File: src/rtl/nibble_add_pkg.sv
// Shared types, constants and the ripple-add helper for the nibble-serial adder.
package nibble_add_pkg;

  localparam int NIBBLE_W = 4;

  typedef enum logic [1:0] {
    IDLE = 2'd0,
    RUN  = 2'd1,
    DONE = 2'd2
  } state_t;

  // Returns {carry_out, sum} of x + y + c, rippled bit by bit.
  function automatic logic [NIBBLE_W:0] ripple_add(input logic [NIBBLE_W-1:0] x,
                                                   input logic [NIBBLE_W-1:0] y,
                                                   input logic c);
    logic [NIBBLE_W-1:0] sm;
    logic                cc;
    cc = c;
    sm = '0;
    for (int i = 0; i < NIBBLE_W; i++) begin
      sm[i] = x[i] ^ y[i] ^ cc;
      cc    = (x[i] & y[i]) | (cc & (x[i] ^ y[i]));
    end
    return {cc, sm};
  endfunction

endpackage

File: src/rtl/nibble_add_seq_csa.sv
// Combinational 4-bit carry-select adder: both carry-in cases are
// precomputed by ripple chains, and the real carry-in picks one.
module nibble_csa
  import nibble_add_pkg::*;
(
  input  logic [NIBBLE_W-1:0] x,
  input  logic [NIBBLE_W-1:0] y,
  input  logic                cin,
  output logic [NIBBLE_W-1:0] sum,
  output logic                cout
);

  logic [NIBBLE_W:0] res [2];

  genvar gi;
  generate
    for (gi = 0; gi < 2; gi++) begin : g_half
      assign res[gi] = ripple_add(x, y, gi[0]);
    end
  endgenerate

  assign {cout, sum} = cin ? res[1] : res[0];

endmodule

File: src/rtl/nibble_add_seq.sv
// Nibble-serial adder: one nibble per cycle through a carry-select adder.
// Optional ovf output enabled by defining NIBBLE_ADD_OVF_EN.
module nibble_add_seq
  import nibble_add_pkg::*;
#(
  parameter int NIBBLES = 4
) (
  input  logic                    clk,
  input  logic                    rst,
  input  logic                    start,
  input  logic [4*NIBBLES-1:0]    a,
  input  logic [4*NIBBLES-1:0]    b,
  input  logic                    cin,
  output logic [4*NIBBLES-1:0]    s,
  output logic                    cout,
`ifdef NIBBLE_ADD_OVF_EN
  output logic                    ovf,
`endif
  output logic                    busy,
  output logic                    done
);

  localparam int W     = NIBBLE_W * NIBBLES;
  localparam int IDX_W = (NIBBLES > 1) ? $clog2(NIBBLES) : 1;
  localparam logic [IDX_W-1:0] LAST_IDX = IDX_W'(NIBBLES - 1);

  state_t              state_reg;
  logic [IDX_W-1:0]    idx_reg;
  logic                carry_reg;
  logic [W-1:0]        a_reg;
  logic [W-1:0]        b_reg;
  logic [W-1:0]        s_reg;
  logic                cout_reg;
  logic                busy_reg;
  logic                done_reg;

  logic [NIBBLE_W-1:0] a_nib [NIBBLES];
  logic [NIBBLE_W-1:0] b_nib [NIBBLES];
  logic [NIBBLE_W-1:0] sum_nib;
  logic                csa_cout;

  genvar gi;
  generate
    for (gi = 0; gi < NIBBLES; gi++) begin : g_nib
      assign a_nib[gi] = a_reg[gi*NIBBLE_W +: NIBBLE_W];
      assign b_nib[gi] = b_reg[gi*NIBBLE_W +: NIBBLE_W];
    end
  endgenerate

  nibble_csa u_csa (
    .x    (a_nib[idx_reg]),
    .y    (b_nib[idx_reg]),
    .cin  (carry_reg),
    .sum  (sum_nib),
    .cout (csa_cout)
  );

`ifdef NIBBLE_ADD_OVF_EN
  logic ovf_reg;
  logic ovf_pend_reg;
  // Carry into the MSB is recovered as a^b^sum at that bit.
  logic msb_carry;
  assign msb_carry = a_nib[idx_reg][NIBBLE_W-1] ^ b_nib[idx_reg][NIBBLE_W-1]
                   ^ sum_nib[NIBBLE_W-1];
  assign ovf = ovf_reg;

  always_ff @(posedge clk) begin
    if (rst) begin
      ovf_reg      <= 1'b0;
      ovf_pend_reg <= 1'b0;
    end else if (state_reg == RUN) begin
      ovf_pend_reg <= msb_carry ^ csa_cout;
    end else if (state_reg == DONE) begin
      ovf_reg      <= ovf_pend_reg;
    end
  end
`endif

  always_ff @(posedge clk) begin
    if (rst) begin
      state_reg <= IDLE;
      idx_reg   <= '0;
      carry_reg <= 1'b0;
      a_reg     <= '0;
      b_reg     <= '0;
      s_reg     <= '0;
      cout_reg  <= 1'b0;
      busy_reg  <= 1'b0;
      done_reg  <= 1'b0;
    end else begin
      done_reg <= 1'b0;
      case (state_reg)
        IDLE: begin
          if (start) begin
            a_reg     <= a;
            b_reg     <= b;
            carry_reg <= cin;
            idx_reg   <= '0;
            s_reg     <= '0;
            busy_reg  <= 1'b1;
            state_reg <= RUN;
          end
        end
        RUN: begin
          for (int i = 0; i < NIBBLES; i++) begin
            if (idx_reg == IDX_W'(i)) s_reg[i*NIBBLE_W +: NIBBLE_W] <= sum_nib;
          end
          carry_reg <= csa_cout;
          if (idx_reg == LAST_IDX) begin
            state_reg <= DONE;
          end else begin
            idx_reg <= idx_reg + 1'b1;
          end
        end
        DONE: begin
          done_reg  <= 1'b1;
          cout_reg  <= carry_reg;
          busy_reg  <= 1'b0;
          state_reg <= IDLE;
        end
        default: state_reg <= IDLE;
      endcase
    end
  end

  assign s    = s_reg;
  assign cout = cout_reg;
  assign busy = busy_reg;
  assign done = done_reg;

endmodule

File: config.mk
export PLATFORM = sky130hd
export DESIGN_NAME = nibble_add_seq
export DESIGN_NICKNAME = d
export VERILOG_FILES = /design/src/rtl/nibble_add_pkg.sv /design/src/rtl/nibble_add_seq_csa.sv /design/src/rtl/nibble_add_seq.sv
export SDC_FILE = /design/constraint.sdc
export NUM_CORES = 1
export LEC_CHECK = 0
export BUFFER_PORTS_ARGS = -buffer_cell sky130_fd_sc_hd__buf_2
export CAP_MARGIN = 25
export CORE_UTILIZATION = 44
export DETAILED_ROUTE_END_ITERATION = 8
export GPL_ROUTABILITY_DRIVEN = 0
export PLACE_DENSITY = 0.71
export SLEW_MARGIN = 20
export SYNTH_ARGS = -nofsm -noshare
export SYNTH_HDL_FRONTEND = slang
export SYNTH_SLANG_ARGS = --single-unit
File: constraint.sdc
create_clock -name clk -period 5.7 [get_ports clk]
set_input_delay 0.57 -clock clk [delete_from_list [all_inputs] [get_ports clk]]
set_output_delay 0.57 -clock clk [all_outputs]
set_load 0.03 [all_outputs]
Word level (Yosys, flattened, before mapping)

Cells that the tools add are included.

Register bits: 56
Bits in latches: 0
RAM bits: 0
ROM bits: 0
Bits of input ports: 36
Output and inout port bits: 19
Word-level logic and storage cells: 91
Memories kept: 0

Add/sub/neg operators: 1
Multiply operators: 0
Div/mod/pow operators: 0
Magnitude comparators: 1
Equal/unequal tests: 11
Shift operators: 0
Multiplexer cells: 24
Bitwise operators: 29
Reduce and logical (&&, ||, !) cells: 13

Operators by type and width:

| kind                                           | count |
|---|---|
| two-way mux 4 bit                              | 8 |
| case mux 16 bit (2 select lines)               | 1 |
| binary-select mux 4 bit (select 2 bit)         | 2 |
| two-way mux 16 bit                             | 1 |
| AND reduction 3 bit                            | 5 |
| != test 2 bit (second input constant)          | 6 |
| bitwise AND 1 bit                              | 10 |
| XOR 1 bit                                      | 10 |
| two-way mux 2 bit                              | 4 |
| case mux 2 bit (2 select lines)                | 2 |
| AND reduction 2 bit                            | 4 |
| OR 1 bit                                       | 7 |
| == test 2 bit (second input constant)          | 3 |
| two-way mux 5 bit                              | 1 |
| == test 2 x 1 -> 1 bit (second input constant) | 2 |
| logical NOT 2 bit                              | 2 |
| case mux 1 bit (2 select lines)                | 2 |
| nonzero test 2 bit                             | 2 |
| >= comparator 3 bit (second input constant)    | 1 |
| two-way mux 1 bit                              | 3 |
| NOT 2 -> 3 bit                                 | 1 |
| adder 2 x 1 -> 2 bit (second input constant)   | 1 |
| NOT 1 bit                                      | 1 |

Depth between registers and ports, before layout

Depth in word-level cells: 15
Gate-level depth with buffers: 13
Mapped depth without buffers: 12

Modules after synthesis

Synthesis repeated with hierarchy kept, for this count alone.

Cell total of the unflattened synthesis: 250
Area total of the unflattened synthesis: 2542.4 µm²

Modules (own cells, without submodules):

| module         | instances | cells an instance | area each (µm²) | seq. area each (µm²) |
|---|---|---|---|---|
| nibble_add_seq | 1         | 235               | 2408.6          | 1121.1 |
| nibble_csa     | 1         | 15                | 133.9           | 0.0 |

Worst setup path after synthesis

No wires, ideal clock.

Kind: reg-to-reg
Start point: register idx_reg[0]
End point: register s_reg[15], in the netlist s[15]
Data arrival time: 2.740 ns
Required time: 5.630 ns
Setup slack: 2.890 ns
Cell stages (with the launch flop): 14
Buffers on the path: 1
Clock period less this slack: 2.810 ns
Cell sequence: dfxtp_1 buf_2 mux4_2 ha_1 nor2_1 a21oi_1 fa_1 inv_1 fa_1 inv_1 fa_1 nor2b_1 nand3_1 a21oi_1

Word-level cells in the longest chain between the ends: 14

RTL lines:

| what                                                             | line                                       | RTL |
|---|---|---|
| from (decl)                                                      | nibble_add_seq.sv:28                       | `logic [IDX_W-1:0] idx_reg;` |
| from (signal assigned)                                           | nibble_add_seq.sv:112                      | `idx_reg <= idx_reg + 1'b1;` |
| NOT 2 -> 3 bit (not written as such)                             | nibble_add_seq.sv:51, nibble_add_seq.sv:52 |  |
| binary-select mux 4 bit (select 2 bit), on equally long branches | nibble_add_seq.sv:51, nibble_add_seq.sv:52 |  |
| two-way mux 4 bit, on equally long branches (2 in a row)         | nibble_add_seq.sv:51, nibble_add_seq.sv:52 |  |
| bitwise AND 1 bit / XOR 1 bit (equally long branches)            | n/a                                        |  |
| OR 1 bit                                                         | nibble_add_pkg.sv:22                       | `cc = (x[i] & y[i]) \| (cc & (x[i] ^ y[i]));` |
| bitwise AND 1 bit                                                | nibble_add_pkg.sv:22                       |  |
| OR 1 bit                                                         | nibble_add_pkg.sv:22                       |  |
| bitwise AND 1 bit                                                | nibble_add_pkg.sv:22                       |  |
| OR 1 bit                                                         | nibble_add_pkg.sv:22                       |  |
| XOR 1 bit                                                        | nibble_add_pkg.sv:21                       | `sm[i] = x[i] ^ y[i] ^ cc;` |
| two-way mux 5 bit                                                | nibble_add_seq_csa.sv:22                   | `assign {cout, sum} = cin ? res[1] : res[0];` |
| two-way mux 4 bit                                                | nibble_add_seq.sv:106                      | `if (idx_reg == IDX_W'(i)) s_reg[i*NIBBLE_W +: NIBBLE_W] <= sum_nib;` |
| case mux 16 bit (2 select lines)                                 | nibble_add_seq.sv:92                       | `case (state_reg)` |
| to (signal, indexed assignment)                                  | nibble_add_seq.sv:106                      |  |
| to (decl)                                                        | nibble_add_seq.sv:32                       | `logic [W-1:0] s_reg;` |

Several ways; a longest one is shown, not always the timed one. The select of a mux whose other input is x is not followed.
A chain may end at the register's enable or synchronous reset.

Worst setup path after layout

Start point: register idx_reg[0]
End point: register s_reg[7], in the netlist s[7]

Same word-level chain as after synthesis.

==> flow_summary.yaml <==
synth:
  syn-num-nets: 295
  syn_area_um2: 2540
  syn_inst: 250
  synth_seq_cells: 56
  yosysSeqAreaShare_pct: 44.1
  synth.distinct_cells: 26
  avgSynthCellArea_um2: 10.2
  yosys_warnings: 0
clock_network:
  cts_hold_buf: 0
  cts_root_buf: "clkbuf_8"
  clock-sinks: 56
  clk_pin_slew_ps: 100
  cts_tree: "yes"
  insertion_delay_ps: 310
  cts_resized: 0
  cts.path.max_buffers: 2
  cts_made_buffers: 5
  htreeDepth: 2
  post-cts-setup-buffers: 0
power:
  p_int_w: 0.000595
  power_switching_share_pct: 26.2
  pwr-share-comb_pct: 14.4
  p_seq_share_pct: 53.4
  power.share.clock_pct: 32.2
  p_switching_w: 0.000211
  p_per_area_nw_per_um2: 277
  cellLeakagePower_nw: 1.25
  vdd_ir_drop_max_mv: 0.154
critical_path:
  crit_arrival_ps: 3700
  required_ps: 5950
  crit_type: "flop to flop"
  end_kind: "flop"
  cp_max_fo: 13
  r2r_start: "idx_reg[0]"
  rr_endpoint: "s[7]"
  r2r_cells: 12
  cp-start-kind: "flop"
  regToRegSetupSlack_ps: 2250
floorplanning:
  core_area_um2: 5540
  start_util_pct: 45.9
  die-width_um: 78.1
  io_pins: 55
  dieArea_um2: 6090
  die_h_um: 78.1
  rows: 27
final_layout:
  area_growth_pct: 14.3
  layout-drive-gt1-share_pct: 25.1
  fin_cells: 367
  fin_nets: 339
  diodes: 0
routing:
  drc: 0
  antenna_left: 0
  wl_per_cell_um: 13.9
  dr.pass1.iters: 4
  wirelength_mm: 5.12
  vias: 1881
  via_per_inst: 5.13
  drt_iter0_drc: 132
sta:
  max_slew_margin_pct: 36.0
  tns_ps: 0
  maxSlewViolCount: 0
  clock.fmax_mhz: 290
  worst_pin_slew_ps: 959
  hold_slack_ps: 485
  fin_skew_ps: 6.71
  setup-violations-final: 0
  rsz0062_at_grt: "false"
  min_period_over_period_pct: 60.5
  hold_violations: 0
  fin_ws_ps: 2250
  min_period_ps: 3450
global_route:
  grt_pass1_wl_mm: 8.59
  grt_pass1_vias: 1795
  grt_max_degree: 57
  grt-ovfl-total: 0
  antenna_found_initial: 0
  grt_usage_pct: 18.2
worst_hold_path:
  hp-class: "input pin to flop"
  hp-start: "a[9]"
  whs_endpoint: "a_reg[9]"
  hold_path_depth: 3
placed_design:
  dpl.cell_count: 358
  io_buffers: 54
  place_hpwl_mm: 3.53
  preCtsSetupSlack_ps: 2290
run:
  maxCapViolations: 0
outcome:
  outcome: "finished, final reports clean"
## critical path: stages, from the launching register on
cell,delay [ps]
dfxtp_1,720
mux4_2,600
ha_1,210
nor2_1,90
a21oi_1,60
fa_1,370
inv_1,80
fa_1,170
inv_1,50
fa_1,460
nor2b_1,280
nand3_1,120
a21oi_1,180
## layout make-up
cell class / instances / area [um2]
clock inverters: 3 / 42.5
clock buffers: 5 / 68.8
inverters: 10 / 37.5
multi-input cells: 165 / 1250
flip-flops and latches: 56 / 1120
well taps: 72 / 90.1
fillers: 519 / 2630
repair buffers: 56 / 298
## routing by layer
metal,GRT usage (%),vias up,wire (um)
li1,-,947,-
met1,24.0,881,2390
met2,28.9,47,2430
met3,4.42,6,216
met4,7.22,0,79
met5,0,-,0
## cells by family (layout without fill, tap and decap cells)
group	Yosys count	count (layout)	share of synthesized area [%]
adder cells (fa/ha/maj)	9	9	5.31
multiplexers	45	45	21.6
AO/OA/AOI/OAI	39	39	8.65
XOR/XNOR	1	1	0.344
AND/OR/NAND/NOR	71	71	13.0
flip-flops	56	56	44.1
buffers and inverters	29	74	7.03
## cells in the final DEF (no fill, tap or decap), drive strengths merged, types with 2 or more instances in the layout
master	count
nand3	15
nor3b	3
ha	6
a31oi	2
mux4	8
nor2	39
fa	3
buf	56
o31ai	4
mux2i	37
and3	2
o21ai	16
nand2	2
dfxtp	56
inv	10
a21oi	15
clkbuf	5
nor2b	8
## worst max-delay path by stage
stage                     endpoint  depth (start not counted)  startpoint  slack (ps)
after floorplan              s[15]                         13  idx_reg[0]        2890
after global routing          s[7]                         12  idx_reg[0]        2010
after detailed placement     s[15]                         12  idx_reg[0]        2290
after CTS                     s[7]                         12  idx_reg[0]        2240
after global placement        s[7]                         12  idx_reg[0]        2390
final                         s[7]                         12  idx_reg[0]        2250
## power by group through the flow
stage                     clock (W)  sequential, W  combinational, W
after CTS                  0.000266       0.000431          0.000115
after floorplan                   0       0.000435         0.0000918
after detailed placement          0       0.000440          0.000114
after global placement            0       0.000439          0.000111
final                      0.000260       0.000430          0.000116
after global routing       0.000285       0.000434          0.000128
## cells in the mapped netlist, drive strengths merged
master / n / area, um2
o21bai: 1 / 7.51
ha: 6 / 75.1
nand2b: 1 / 6.26
nand2: 2 / 7.51
inv: 10 / 37.5
clkbuf: 9 / 33.8
buf: 10 / 108
o31ai: 4 / 30.0
o21ai: 16 / 80.1
fa: 3 / 60.1
nor2b: 8 / 50.1
dfxtp: 56 / 1120
nor3b: 3 / 27.5
a2111oi: 1 / 15.0
mux4: 8 / 180
nand3: 15 / 75.1
a31oi: 2 / 12.5
a21oi: 15 / 75.1
xor2: 1 / 8.76
mux2i: 37 / 370
and3: 2 / 12.5
nor3: 1 / 5.00
nor2: 39 / 146
## per-stage QoR
step           power [W]  util (%)  instance area [um2]
2_1_floorplan   0.000527         -                 2540
5_1_grt         0.000848      52.5                 2910
3_5_place_dp    0.000554      50.1                 2780
3_3_place_gp    0.000550      50.1                 2780
6_report        0.000806      52.5                 2910
4_1_cts         0.000812      52.1                 2890
Power figures use the tool's default switching activity.
